$ cat config.mk
export PLATFORM = sky130hd
export DESIGN_NAME = shift_register_burst
export DESIGN_NICKNAME = d
export VERILOG_FILES = /design/src/rtl/shift_register_burst.sv
export SDC_FILE = /design/constraint.sdc
export NUM_CORES = 1
export LEC_CHECK = 0
export CAP_MARGIN = 20
export CORE_MARGIN = 3
export CORE_UTILIZATION = 42
export CTS_CLUSTER_DIAMETER = 30
export DETAILED_ROUTE_END_ITERATION = 16
export PLACE_DENSITY = 0.74
export REMOVE_ABC_BUFFERS = 1
export SETUP_SLACK_MARGIN = 0.15
export SLEW_MARGIN = 20
export SYNTH_ARGS = -nofsm -noshare
export SYNTH_HDL_FRONTEND = slang
export SYNTH_SLANG_ARGS = --single-unit
$ cat constraint.sdc
create_clock -name clk -period 1.4 [get_ports clk]
set_input_delay 0.14 -clock clk [delete_from_list [all_inputs] [get_ports clk]]
set_output_delay 0.14 -clock clk [all_outputs]
set_load 0.05 [all_outputs]
$ cat src/rtl/shift_register_burst.sv
// Shift register with manual shift, parallel load, selectable shift modes
// and a counted burst engine reporting busy/done.
module shift_register_burst #(
    parameter int WIDTH = 8,
    parameter int CNT_W = 4
) (
    input  logic             clk,
    input  logic             rst,
    input  logic             en,
    input  logic             load,
    input  logic [WIDTH-1:0] parallel_in,
    input  logic             direction,
    input  logic [1:0]       mode,
    input  logic             in,
    input  logic             start,
    input  logic [CNT_W-1:0] count,
    output logic [WIDTH-1:0] parallel_out,
    output logic             out,
    output logic             busy,
    output logic             done
);

    localparam logic [1:0] MODE_LOG  = 2'b00;
    localparam logic [1:0] MODE_ROT  = 2'b01;
    localparam logic [1:0] MODE_ARI  = 2'b10;
    localparam logic [1:0] MODE_HOLD = 2'b11;

    typedef enum logic {IDLE, BURST} state_t;

    state_t           state;
    logic [CNT_W-1:0] cnt;
    logic             dir_q;
    logic [1:0]       mode_q;

    // One shift position; fill is the bit entering the vacated end.
    function automatic logic [WIDTH-1:0] step_fn(
        input logic [WIDTH-1:0] d,
        input logic             dr,
        input logic [1:0]       m,
        input logic             b
    );
        logic fill;
        fill = b;
        if (m == MODE_HOLD) begin
            return d;
        end
        if (m == MODE_ROT) begin
            fill = dr ? d[0] : d[WIDTH-1];
        end else if (m == MODE_ARI && dr) begin
            fill = d[WIDTH-1];
        end else if (m == MODE_LOG) begin
            fill = b;
        end
        return dr ? {fill, d[WIDTH-1:1]} : {d[WIDTH-2:0], fill};
    endfunction

    assign out = direction ? parallel_out[0] : parallel_out[WIDTH-1];

    always_ff @(posedge clk) begin
        if (rst) begin
            parallel_out <= '0;
            state        <= IDLE;
            cnt          <= '0;
            dir_q        <= 1'b0;
            mode_q       <= MODE_LOG;
            busy         <= 1'b0;
            done         <= 1'b0;
        end else begin
            done <= 1'b0;
            if (load) begin
                parallel_out <= parallel_in;
                state        <= IDLE;
                cnt          <= '0;
                busy         <= 1'b0;
            end else if (state == BURST) begin
                if (en) begin
                    parallel_out <= step_fn(parallel_out, dir_q, mode_q, in);
                    cnt          <= cnt - CNT_W'(1);
                    if (cnt == CNT_W'(1)) begin
                        state <= IDLE;
                        busy  <= 1'b0;
                        done  <= 1'b1;
                    end
                end
            end else if (start) begin
                if (count != '0) begin
                    cnt    <= count;
                    dir_q  <= direction;
                    mode_q <= mode;
                    state  <= BURST;
                    busy   <= 1'b1;
                end else begin
                    done <= 1'b1;
                end
            end else if (en) begin
                parallel_out <= step_fn(parallel_out, direction, mode, in);
            end
        end
    end

endmodule

## Yosys cells after proc, flatten, opt, wreduce, memory -nomap -nowiden

Index checks and enable logic that the tools add are counted.

- Output and inout bits: 11
- Input port bits: 21
- Flip-flop bits (word level): 18

- Muxes and demuxes: 45
- Eq/ne operators: 13
- $add $sub $neg: 1
- Bitwise gates (word level): 2
- Reduce and logical (&&, ||, !) cells: 11

Operators with widths:

| operator | number |
|---|---|
| $mux 8 | 9 |
| $mux 1 | 32 |
| $mux 4 | 4 |
| $eq 2x2->1 const B | 4 |
| $ne 4x4->1 const B | 2 |
| $reduce_and 4->1 | 2 |
| $reduce_and 5->1 | 1 |
| $eq 2x1->1 const B | 2 |
| $eq 4x1->1 const B | 1 |
| $reduce_bool 2->1 | 2 |
| $reduce_bool 4->1 | 1 |
| $sub 4x1->4 const B | 1 |
| $ne 3x2->1 const B | 1 |
| $ne 3x3->1 const B | 1 |
| $reduce_and 3->1 | 1 |
| $reduce_bool 3->1 | 1 |
| $logic_and 1x1->1 | 2 |
| $ne 2x1->1 const B | 1 |
| $ne 2x2->1 const B | 1 |
| $not 1->1 | 2 |
| $reduce_or 2->1 | 1 |

## Logic depth before layout (Yosys ltp)

- Depth in word-level cells: 12
- Mapped depth: 6
- Depth with buffers taken out: 6

## Worst setup path after synthesis

Ideal clock, no wire load.

- Path kind: reg2reg
- Start point: register parallel_out[0]
- End point: register parallel_out[7]
- Cell stages (with the launch flop): 6
- Setup time: 0.078 ns
- Arrival time: 1.475 ns
- Buffers on the path: 0
- Setup slack: -0.153 ns
- Required time: 1.322 ns
- Cell sequence: dfxtp_1 inv_1 a2bb2oi_1 a2111oi_0 nor4_1 nor3_1

- Word-level cells in the longest chain between the ends: 8
- Elaborated cells on any way between the ends: 13
- Those cells by class: mux (13)

RTL lines:

| item | RTL line | source |
|---|---|---|
| start: declaration | 17 | `output logic [WIDTH-1:0] parallel_out,` |
| start signal: assignment | 71 | `parallel_out <= parallel_in;` |
| start signal: assignment | 77 | `parallel_out <= step_fn(parallel_out, dir_q, mode_q, in);` |
| start signal: assignment | 96 | `parallel_out <= step_fn(parallel_out, direction, mode, in);` |
| $mux 1 | 48 | `fill = dr ? d[0] : d[WIDTH-1];` |
| $mux 1 | 47 | `if (m == MODE_ROT) begin` |
| $mux 8 | 54 | `return dr ? {fill, d[WIDTH-1:1]} : {d[WIDTH-2:0], fill};` |
| $mux 8 | 47 |  |
| $mux 8 | 95 | `end else if (en) begin` |
| $mux 8 | 85 | `end else if (start) begin` |
| $mux 8 (*) | 75 | `end else if (state == BURST) begin` |
| $mux 8 (*) | 70 | `if (load) begin` |

Mark *: on every way between the ends. The rest lies on a longest branch, timed or not. The select of a mux whose other input is x is not followed.
A chain may end at the register's enable or synchronous reset.

## Worst setup path in the final report

- Start point: register state
- End point: register parallel_out[3]

- Word-level cells in the longest chain between the ends: 2
- Elaborated cells on any way between the ends: 7
- Those cells by class: eq/ne (4); mux (2); reduce/logical (1)

RTL lines:

| item | RTL line | source |
|---|---|---|
| start: declaration | 30 | `state_t state;` |
| start signal: assignment | 62 | `state <= IDLE;` |
| start signal: assignment | 72 | `state <= IDLE;` |
| start signal: assignment | 80 | `state <= IDLE;` |
| $ne 4x4->1 (no line), or another cell as far along | - |  |
| $reduce_and 5->1 (no line) or $mux 8 (tied branches) | - |  |

Parallel ways exist; a longest one is shown, timed or not.

==> impl_results.md <==
* Status: finished, violations left
* Failing checks: setup timing
* Worst reg-to-reg setup slack at -60 ps
* Hold buffer count at CTS at 0
* Hold Vio Cnt, Final at 0
* Total grt overflow at 0
* Synth warn at 0
* Final worst path period need at 1460 ps
* R2R depth at 5
* Hold Path Depth at 3
* PD cells at 754 mW/mm^2
* Worst-path clk slew at 110 ps
* First-pass DRT Iterations at 4
* CTS tree: done
* Io pins at 32
* Leakage at 0.795 nW
* Reg2reg start: state$_SDFF_PP0_
* # rows at 18
* Vias/cell at 5.52
* #FFs+latches synth at 18
* Clk sinks at 18
* Num CTS Buffers at 3
* Vias at 1,258
* P_sw at 0.473 mW
* Fin util at 0.763
* Clk network pwr share at 0.226
* Synthesis-to-finish area growth at 68.7%
* Slew Limit Headroom at 0.757
* Worst hold path type: in -> reg
* Final Setup Violations at 7
* Die width at 58.4 um
* RSZ-0062 raised after global routing: true
* Top FF cell, synth: dfxtp_1
* Max Cap Violations at 0
* HPWL Detailed at 2.51 mm
* Top post-synthesis cells by area: dfxtp_1, mux2i_1, nor2_1
* Internal Power at 0.991 mW
* Leading area contributor after synthesis: dfxtp_1
* Root Buffer: clkbuf_4
* Worst-Margin Slew at 355 ps
* Crit path capture type: flop
* Worst Hold Launch: mode[0]
* Count of cell types in the netlist at 41
* Largest net degree at the start of global routing at 13
* Critical path origin: state$_SDFF_PP0_
* CTS Buffer Depth at 2
* Gpl congestion at 0.850
* Synth top area share at 0.313
* Synthesized area per cell at 8.40 um^2
* Fmax at 684 MHz
* Sw Share at 0.323
* Seq/Total Area, Yosys at 0.313
* Clk_lat worst skew at 300 ps
* Initial antenna violation count at 0
* H-tree levels at 1
* Most common cell after layout, fill and taps aside: buf_4
* Comb pwr share at 0.376
* Starting Density at 0.452
* Number of flops mapped to enable cells by yosys at 0
* CP arrival at 1660 ps
* ANT cells at 0
* Netlist Area Pre-Place at 0.00115 mm^2
* Startpoint types: flop
* Crit Path Max Fanout at 6
* Placed Area at 0.00173 mm^2
* Seq pwr share at 0.398
* Clock Skew at 7.46 ps
* DRT Wirelength at 3.76 mm
* Share of layout cells above drive strength 1 at 0.379
* Overall routing resource usage at 0.233
* DRC errors left at 0
* Setup ws final at -61.3 ps
* Fin nets at 222
* Buffers on Ports at 31
* Async S/R FF share, synth at 0
* Core box area at 0.00254 mm^2
* Vias in the first global route at 1,232
* Hold Crit Endpoint: mode_q[0]$_SDFFE_PP0P_
* Design area at 0.00194 mm^2
* Final Max Slew Viols at 0
* Die area at 0.00340 mm^2
* Post-route ant nets at 0
* Worst R2R End: parallel_out[3]$_SDFFE_PP0P_
* First-pass GRT wire length at 6.00 mm
* Die H at 58.4 um
* Commonest cells after routing, fill and taps aside: buf_4, nor2_1, clkdlybuf4s50_1, dfxtp_1, mux2i_1
* Initial drt markers at 57
* Required @ worst endpoint at 1590 ps
* Worst VDD drop at 825 uV
* Routed wire per std cell at 16.5 um
* Cells after Synth at 137
* Crit Path Class: reg -> reg
* Final period utilization at 1.04
==> cell families (layout without fill, tap and decap cells) <==
family / Yosys count / after routing / share of synthesized area
muxes: 16 / 16 / 0.153
DFF: 18 / 18 / 0.313
and+or+nand+nor: 48 / 48 / 0.223
AOI/OAI and AO/OA: 37 / 37 / 0.226
buffers and inverters: 16 / 77 / 0.0630
adders and majority gates: 2 / 2 / 0.0217
==> power by group through the flow <==
stage	Combinational (mW)	Clock [mW]	Sequential, mW
after floorplan	0.158	0	0.644
after global placement	0.464	0	0.590
after detailed placement	0.473	0	0.591
after CTS	0.507	0.339	0.579
after global routing	0.584	0.366	0.587
final	0.551	0.330	0.583
==> through the flow <==
step	power [mW]	TNS, ps	std cells	worst slack (ps)	hold WS, ps
global route	1.54	-1090	228	-167	308
global placement	1.05	-4580	215	-384	483
CTS	1.43	-144	225	-48.8	281
floorplan	0.802	-2620	130	-383	209
finish	1.46	-204	228	-61.3	321
detailed placement	1.06	-5430	215	-440	493
==> layout make-up <==
cell class	instances	area, um^2
Tap cell	30	37.5
Timing Repair Buffer	64	669
Inverter	9	33.8
Sequential cell	18	369
Fill cell	165	603
Multi-Input combinational cell	103	796
Clock buffer	4	36.3
==> critical path, stage by stage, from the launching register on <==
cell      delay (ps)
dfxtp_4          390
mux2i_4          360
mux2i_1          240
nor3_1            70
a221oi_1         220
nor2_1            80
==> state kept, by name, summed over array words and instances, names as in the netlist <==
register / flops
parallel_out: 8
cnt: 4
dir_q: 1
busy: 1
state: 1
mode_q: 2
done: 1
==> Yosys cell counts, types with 2 or more instances <==
| master | n |
|---|---|
| dfxtp_1 | 18 |
| nor4_1 | 2 |
| nand2b_1 | 3 |
| nor2b_1 | 4 |
| a22oi_1 | 3 |
| nand2_1 | 6 |
| a211oi_1 | 2 |
| nor2_1 | 15 |
| o21ai_0 | 8 |
| mux2i_1 | 12 |
| nor3b_1 | 3 |
| a221oi_1 | 3 |
| nor3_1 | 5 |
| mux2_2 | 3 |
| clkbuf_1 | 3 |
| inv_1 | 8 |
| a2111oi_0 | 2 |
| nand3b_1 | 2 |
| a31oi_1 | 2 |
| ha_1 | 2 |
| a21oi_1 | 11 |
==> how the worst max path moves through the flow <==
stage / to / slack (ps) / depth (start not counted)
floorplan: parallel_out[3]$_SDFFE_PP0P_ / -380 / 5
global placement: parallel_out[0]$_SDFFE_PP0P_ / -380 / 6
detailed placement: parallel_out[7]$_SDFFE_PP0P_ / -440 / 6
CTS: parallel_out[0]$_SDFFE_PP0P_ / -50 / 6
global route: parallel_out[7]$_SDFFE_PP0P_ / -170 / 5
finish: parallel_out[3]$_SDFFE_PP0P_ / -60 / 5
==> repair_timing <==
| action | 4_1_cts | 5_1_grt |
|---|---|---|
| buffers inserted | 6 | 3 |
| setup endpoints to repair | 19 | 19 |
| pin swaps | 10 | 5 |
| gates resized for setup | 30 | 15 |
==> per-layer routing <==
layer,vias to the layer above,part of all wire,global-route usage
li1,623,-,-
met1,599,0.42,0.299
met2,30,0.52,0.394
met3,6,0.043,0.0504
met4,0,0.018,0.0629
met5,-,0,0
No activity file was read; power rests on OpenSTA's default activity.
